## config.mk

```make
export PLATFORM = sky130hd
export DESIGN_NAME = bcd_converter_seq
export DESIGN_NICKNAME = d
export VERILOG_FILES = /design/src/rtl/bcd_converter_seq.sv
export SDC_FILE = /design/constraint.sdc
export NUM_CORES = 1
export LEC_CHECK = 0
export BUFFER_PORTS_ARGS = -buffer_cell sky130_fd_sc_hd__buf_2
export CAP_MARGIN = 40
export CORE_ASPECT_RATIO = 1.2
export CORE_MARGIN = 2
export CORE_UTILIZATION = 45
export DETAILED_ROUTE_END_ITERATION = 10
export PLACE_DENSITY = 0.62
export SYNTH_ARGS = -nofsm -noshare
export SYNTH_HDL_FRONTEND = slang
export SYNTH_SLANG_ARGS = --single-unit
```

## constraint.sdc

```tcl
create_clock -name clk -period 2.6 [get_ports clk]
set_input_delay 0.65 -clock clk [delete_from_list [all_inputs] [get_ports clk]]
set_output_delay 0.65 -clock clk [all_outputs]
set_load 0.01 [all_outputs]
```

## src/rtl/bcd_converter_seq.sv

```systemverilog
// Sequential double-dabble binary-to-BCD converter, one adjust-and-shift step per clock.
// Optional signed (sign-magnitude) input handling is enabled by defining BCD_SIGN_MAG_EN.
module bcd_converter_seq #(
    parameter int W_IN   = 17,
    parameter int DIGITS = 6
) (
    input  logic                  clk,
    input  logic                  rst,
    input  logic                  start,
    input  logic [W_IN-1:0]       bin_in,
    output logic                  busy,
    output logic                  done,
    output logic [4*DIGITS-1:0]   bcd_out,
    output logic                  neg
);

    localparam int ACC_W  = 4 * DIGITS;
    localparam int CNT_W  = $clog2(W_IN + 1);
    localparam int PAIR_W = ACC_W + W_IN;

    // Handshake: start is a single-cycle request honoured only in IDLE; busy
    // is high from the accepting edge until the result edge; done pulses for
    // exactly one cycle while bcd_out/neg carry the fresh result.
    typedef enum logic [1:0] {
        IDLE  = 2'b00,
        SHIFT = 2'b01,
        DONE  = 2'b10
    } state_t;

    state_t              state, state_next;
    logic [W_IN-1:0]     sr, sr_next;
    logic [ACC_W-1:0]    acc, acc_next, acc_adj;
    logic [CNT_W-1:0]    cnt, cnt_next;
    logic [ACC_W-1:0]    bcd_q, bcd_next;
    logic [PAIR_W-1:0]   pair_shift;
    logic [W_IN-1:0]     magnitude;

`ifdef BCD_SIGN_MAG_EN
    logic in_sign;
    logic sign_pend;
    logic neg_q;

    // -bin_in stays within W_IN bits: the most-negative input maps to 2^(W_IN-1).
    always_comb begin
        in_sign   = bin_in[W_IN-1];
        magnitude = in_sign ? (-bin_in) : bin_in;
    end

    always_ff @(posedge clk) begin
        if (rst) begin
            sign_pend <= 1'b0;
            neg_q     <= 1'b0;
        end else begin
            if (state == IDLE && start)
                sign_pend <= in_sign;
            if (state == SHIFT && cnt == CNT_W'(1))
                neg_q <= sign_pend;
        end
    end

    assign neg = neg_q;
`else
    assign magnitude = bin_in;
    assign neg       = 1'b0;
`endif

    // Per-digit +3 correction; no carry crosses digit boundaries.
    always_comb begin
        acc_adj = acc;
        for (int d = 0; d < DIGITS; d++) begin
            if (acc[4*d +: 4] >= 4'd5)
                acc_adj[4*d +: 4] = acc[4*d +: 4] + 4'd3;
        end
    end

    assign pair_shift = {acc_adj, sr} << 1;

    always_comb begin
        state_next = state;
        sr_next    = sr;
        acc_next   = acc;
        cnt_next   = cnt;
        bcd_next   = bcd_q;
        busy       = 1'b0;
        done       = 1'b0;
        case (state)
            IDLE: begin
                if (start) begin
                    state_next = SHIFT;
                    sr_next    = magnitude;
                    acc_next   = '0;
                    cnt_next   = CNT_W'(W_IN);
                end
            end
            SHIFT: begin
                busy     = 1'b1;
                acc_next = pair_shift[PAIR_W-1:W_IN];
                sr_next  = pair_shift[W_IN-1:0];
                cnt_next = cnt - CNT_W'(1);
                // Last iteration: publish straight from the shifter so the
                // result lands on the same edge busy drops.
                if (cnt == CNT_W'(1)) begin
                    state_next = DONE;
                    bcd_next   = pair_shift[PAIR_W-1:W_IN];
                end
            end
            DONE: begin
                done       = 1'b1;
                state_next = IDLE;
            end
            default: begin
                state_next = IDLE;
            end
        endcase
    end

    always_ff @(posedge clk) begin
        if (rst) begin
            state <= IDLE;
            sr    <= '0;
            acc   <= '0;
            cnt   <= '0;
            bcd_q <= '0;
        end else begin
            state <= state_next;
            sr    <= sr_next;
            acc   <= acc_next;
            cnt   <= cnt_next;
            bcd_q <= bcd_next;
        end
    end

    assign bcd_out = bcd_q;

endmodule

```

==> out/metrics.yaml <==
cells_and_area:
  syn_to_final_growth_pct: 14.12
  antenna_cells: 0
  final_core_utilization: 0.5298
  num-fill-cells: 693
  layout-drive-gt1-share: 0.2262
  design.final.nets: 449
clock_tree:
  cts_htree_levels: 3
  worst_setup_hold_path_clk_slew_ns: 0.07
  cts-resized-gates: 0
  clkSinkCount: 72
  clk_path_buf_depth: 2
  cts.hold.buffers_added: 0
  cts_buffers: 9
  cts-root-buf: "sky130_fd_sc_hd__clkbuf_8"
  clkLatencyLatePin_ns: 0.34
  cts.repair_timing.setup_buffer_count: 0
  cts_tree: "built"
drt:
  drtPass1Iterations: 4
  post_route_drc: 0
  drt-vias-per-instance: 5.492
  drt_iter0_markers: 161
  routed-via-count: 2801
  routed_wire_length_per_instance_um: 14.28
  antenna_violating_nets_post_route: 0
  finalWirelength_um: 7283
floorplan:
  die-height_um: 98.90
  boundaryPins: 47
  placementRows: 34
  start_util: 0.4642
  fp.dieW_um: 83.08
  placeableCoreArea_um2: 7274
  design.die.area_um2: 8216
synth:
  synth-seq-cells: 72
  synthesis.area_um2: 3377
  async_reset_ff_frac: 0
  synth.lib_cells_used.distinct: 44
  yosys-top-cells-area: "sky130_fd_sc_hd__dfxtp_1 43%, sky130_fd_sc_hd__a21oi_1 5.3%, sky130_fd_sc_hd__ha_1 5.2%, sky130_fd_sc_hd__nor2_1 4.6%, sky130_fd_sc_hd__nor3b_1 2.9%"
  synth.yosys.seq_area_share: 0.4268
  synth_enable_flop_cells: 0
  post_synth.cell_area_avg_um2: 9.054
  synth_top_area_share: 0.4268
  synthDominantAreaCellType: "sky130_fd_sc_hd__dfxtp_1"
  number_of_warnings_issued_by_yosys: 0
  mappedNetlistNets: 407
  synth_cells: 373
  synth_flop_cell: "sky130_fd_sc_hd__dfxtp_1"
sta:
  setup_violations: 0
  max-slew-margin-rel: 0.5756
  grt_setup_unrepaired: "false"
  report.final.slew_viol_count: 0
  period_share: 0.7781
  timing.final.crit_period_ns: 2.023
  f_max_mhz: 494.3
  final.setup_skew_ns: 0.005779
  finalSetupTns_ns: 0
  finalHoldViolations: 0
  worst_slew_pin_slew_ns: 0.6352
global_routing:
  wire_length_of_the_first_global_routing_pass_um: 12680
  grtUsageTotal: 0.1877
  grt_max_degree: 43
  first_global_vias: 2732
  grt_remaining_overflow: 0
  grt_antenna_before_repair: 0
power_and_ir_drop:
  pwr_density_cell_nw_per_um2: 611.7
  vdd_ir_drop_max_mv: 0.3939
  p_leak_nw: 1.569
setup_path:
  timing.critical_path.cells: "nand2b_1, inv_4, buf_2"
  timing_worst_setup_path_type: "flop to primary output"
  critical_path_arrival_ns: 1.37
  cp_top_family: "flip-flops"
  cp_num_buf_inv: 2
  critical-path-max-stage-delay_ns: 0.43
  timing.critical_path.required_ns: 1.95
  timing.critical_path.from_type: "flop"
  setup.worst_path.end_class: "primary output"
  path_max_fanout: 8
  slowest_stage: "sky130_fd_sc_hd__dfxtp_1"
outcome:
  status: "complete, no violations"
placed_design:
  gp_congestion: 0.7631
  place_hpwl_um: 5005
  port-buffer-count: 45
min_path:
  timing.hold.worst.class: "flop to flop"
run:
  maximum_capacitance_violations: 0
## through the flow
stage	worst slack, ns	area (um2)	total power (W)	instances	hold WS [ns]
6_report	0.5769	3854	0.002357	510	0.4681
5_1_grt	0.5011	3854	0.002466	510	0.4969
4_1_cts	0.5636	3854	0.002378	510	0.4679
3_5_place_dp	0.5213	3647	0.001470	494	0.4524
3_3_place_gp	0.5697	3647	0.001465	494	0.4404
2_1_floorplan	0.9531	3377	0.001397	373	0.4240
## cell usage after synthesis (2+ instances only)
master	count
sky130_fd_sc_hd__a2111oi_0	3
sky130_fd_sc_hd__a211oi_1	11
sky130_fd_sc_hd__a211oi_2	2
sky130_fd_sc_hd__a21oi_1	36
sky130_fd_sc_hd__a222oi_1	3
sky130_fd_sc_hd__a22o_1	7
sky130_fd_sc_hd__a31o_1	2
sky130_fd_sc_hd__a31o_2	4
sky130_fd_sc_hd__a32o_1	7
sky130_fd_sc_hd__buf_2	6
sky130_fd_sc_hd__buf_4	3
sky130_fd_sc_hd__buf_6	4
sky130_fd_sc_hd__clkbuf_1	9
sky130_fd_sc_hd__dfxtp_1	72
sky130_fd_sc_hd__ha_1	14
sky130_fd_sc_hd__inv_1	23
sky130_fd_sc_hd__mux2_2	3
sky130_fd_sc_hd__mux2i_1	5
sky130_fd_sc_hd__nand2_1	23
sky130_fd_sc_hd__nand2b_1	10
sky130_fd_sc_hd__nor2_1	41
sky130_fd_sc_hd__nor2b_1	4
sky130_fd_sc_hd__nor3b_1	13
sky130_fd_sc_hd__nor3b_2	5
sky130_fd_sc_hd__o21ai_0	16
sky130_fd_sc_hd__o221a_2	5
sky130_fd_sc_hd__o22ai_1	15
sky130_fd_sc_hd__o31ai_1	6
sky130_fd_sc_hd__xnor2_1	6
## area by class of cell
type	instances	area (um2)	area share
clock buffers	11	151.4	0.03929
clock inverters	5	55.05	0.01429
multi-input cells	252	1684	0.4370
inverters	25	96.34	0.02500
well taps	90	112.6	0.02922
flip-flops and latches	72	1441	0.3740
repair buffers	55	312.8	0.08117
## metal layers
metal / global-route usage / vias up / wire, um
li1: - / 1408 / -
met1: 0.2286 / 1316 / 3188
met2: 0.3282 / 64 / 3643
met3: 0.02848 / 13 / 357
met4: 0.08197 / 0 / 94
met5: 0 / - / 0
## final timing paths
| kind | startpoint | end | slack, ns | depth (start not counted) |
|---|---|---|---|---|
| min | sr[1] | sr[1] | 0.47 | 2 |
| max | state[0] | busy | 0.58 | 3 |
| max reg2reg | state[0] | bcd_out[14] | 0.77 | 6 |
| min reg2reg | sr[1] | sr[1] | 0.47 | 2 |
## sequential cells by signal, indices dropped and copies added (netlist names)
name / cells
acc: 24
cnt: 5
bcd_out: 24
sr: 17
state: 2
## cells in the final DEF (no fill, tap or decap), drive strengths merged, types with 6 or more instances in the layout
cell type	count
dfxtp	72
buf	55
nor2	42
a21oi	36
inv	24
nand2	23
nor3b	18
o21ai	16
o22ai	15
ha	14
a211oi	13
clkbuf	11
nand2b	10
a22o	7
a32o	7
xnor2	6
o31ai	6
a31o	6
## worst register-to-register path, delay by kind of cell, from the launching register on
family	cells	cell delay [ns]
flip-flops	1	0.43
buffers and inverters	2	0.40
AND/OR/NAND/NOR	3	0.71
AO/OA/AOI/OAI	1	0.22
## power by group
group	switching, W	leakage (nW)	total [W]	internal, W
Sequential	0.0000325	0.585	0.00118	0.00115
Combinational	0.000156	0.882	0.000261	0.000106
Clock	0.000422	0.101	0.000914	0.000492
Total	0.000610	1.57	0.00236	0.00175
## cells by family (layout without fill, tap and decap cells)
kind of cell	count (synthesis)	after routing	share of synthesized area
and+or+nand+nor	102	102	0.1578
AOI/OAI and AO/OA	121	121	0.2475
DFF	72	72	0.4268
xor gates and xnor gates	6	6	0.01556
buffers and inverters	49	96	0.07447
muxes	8	8	0.02482
other	1	1	0.001110
adders and majority gates	14	14	0.05187
(Power assumes the default switching activity.)
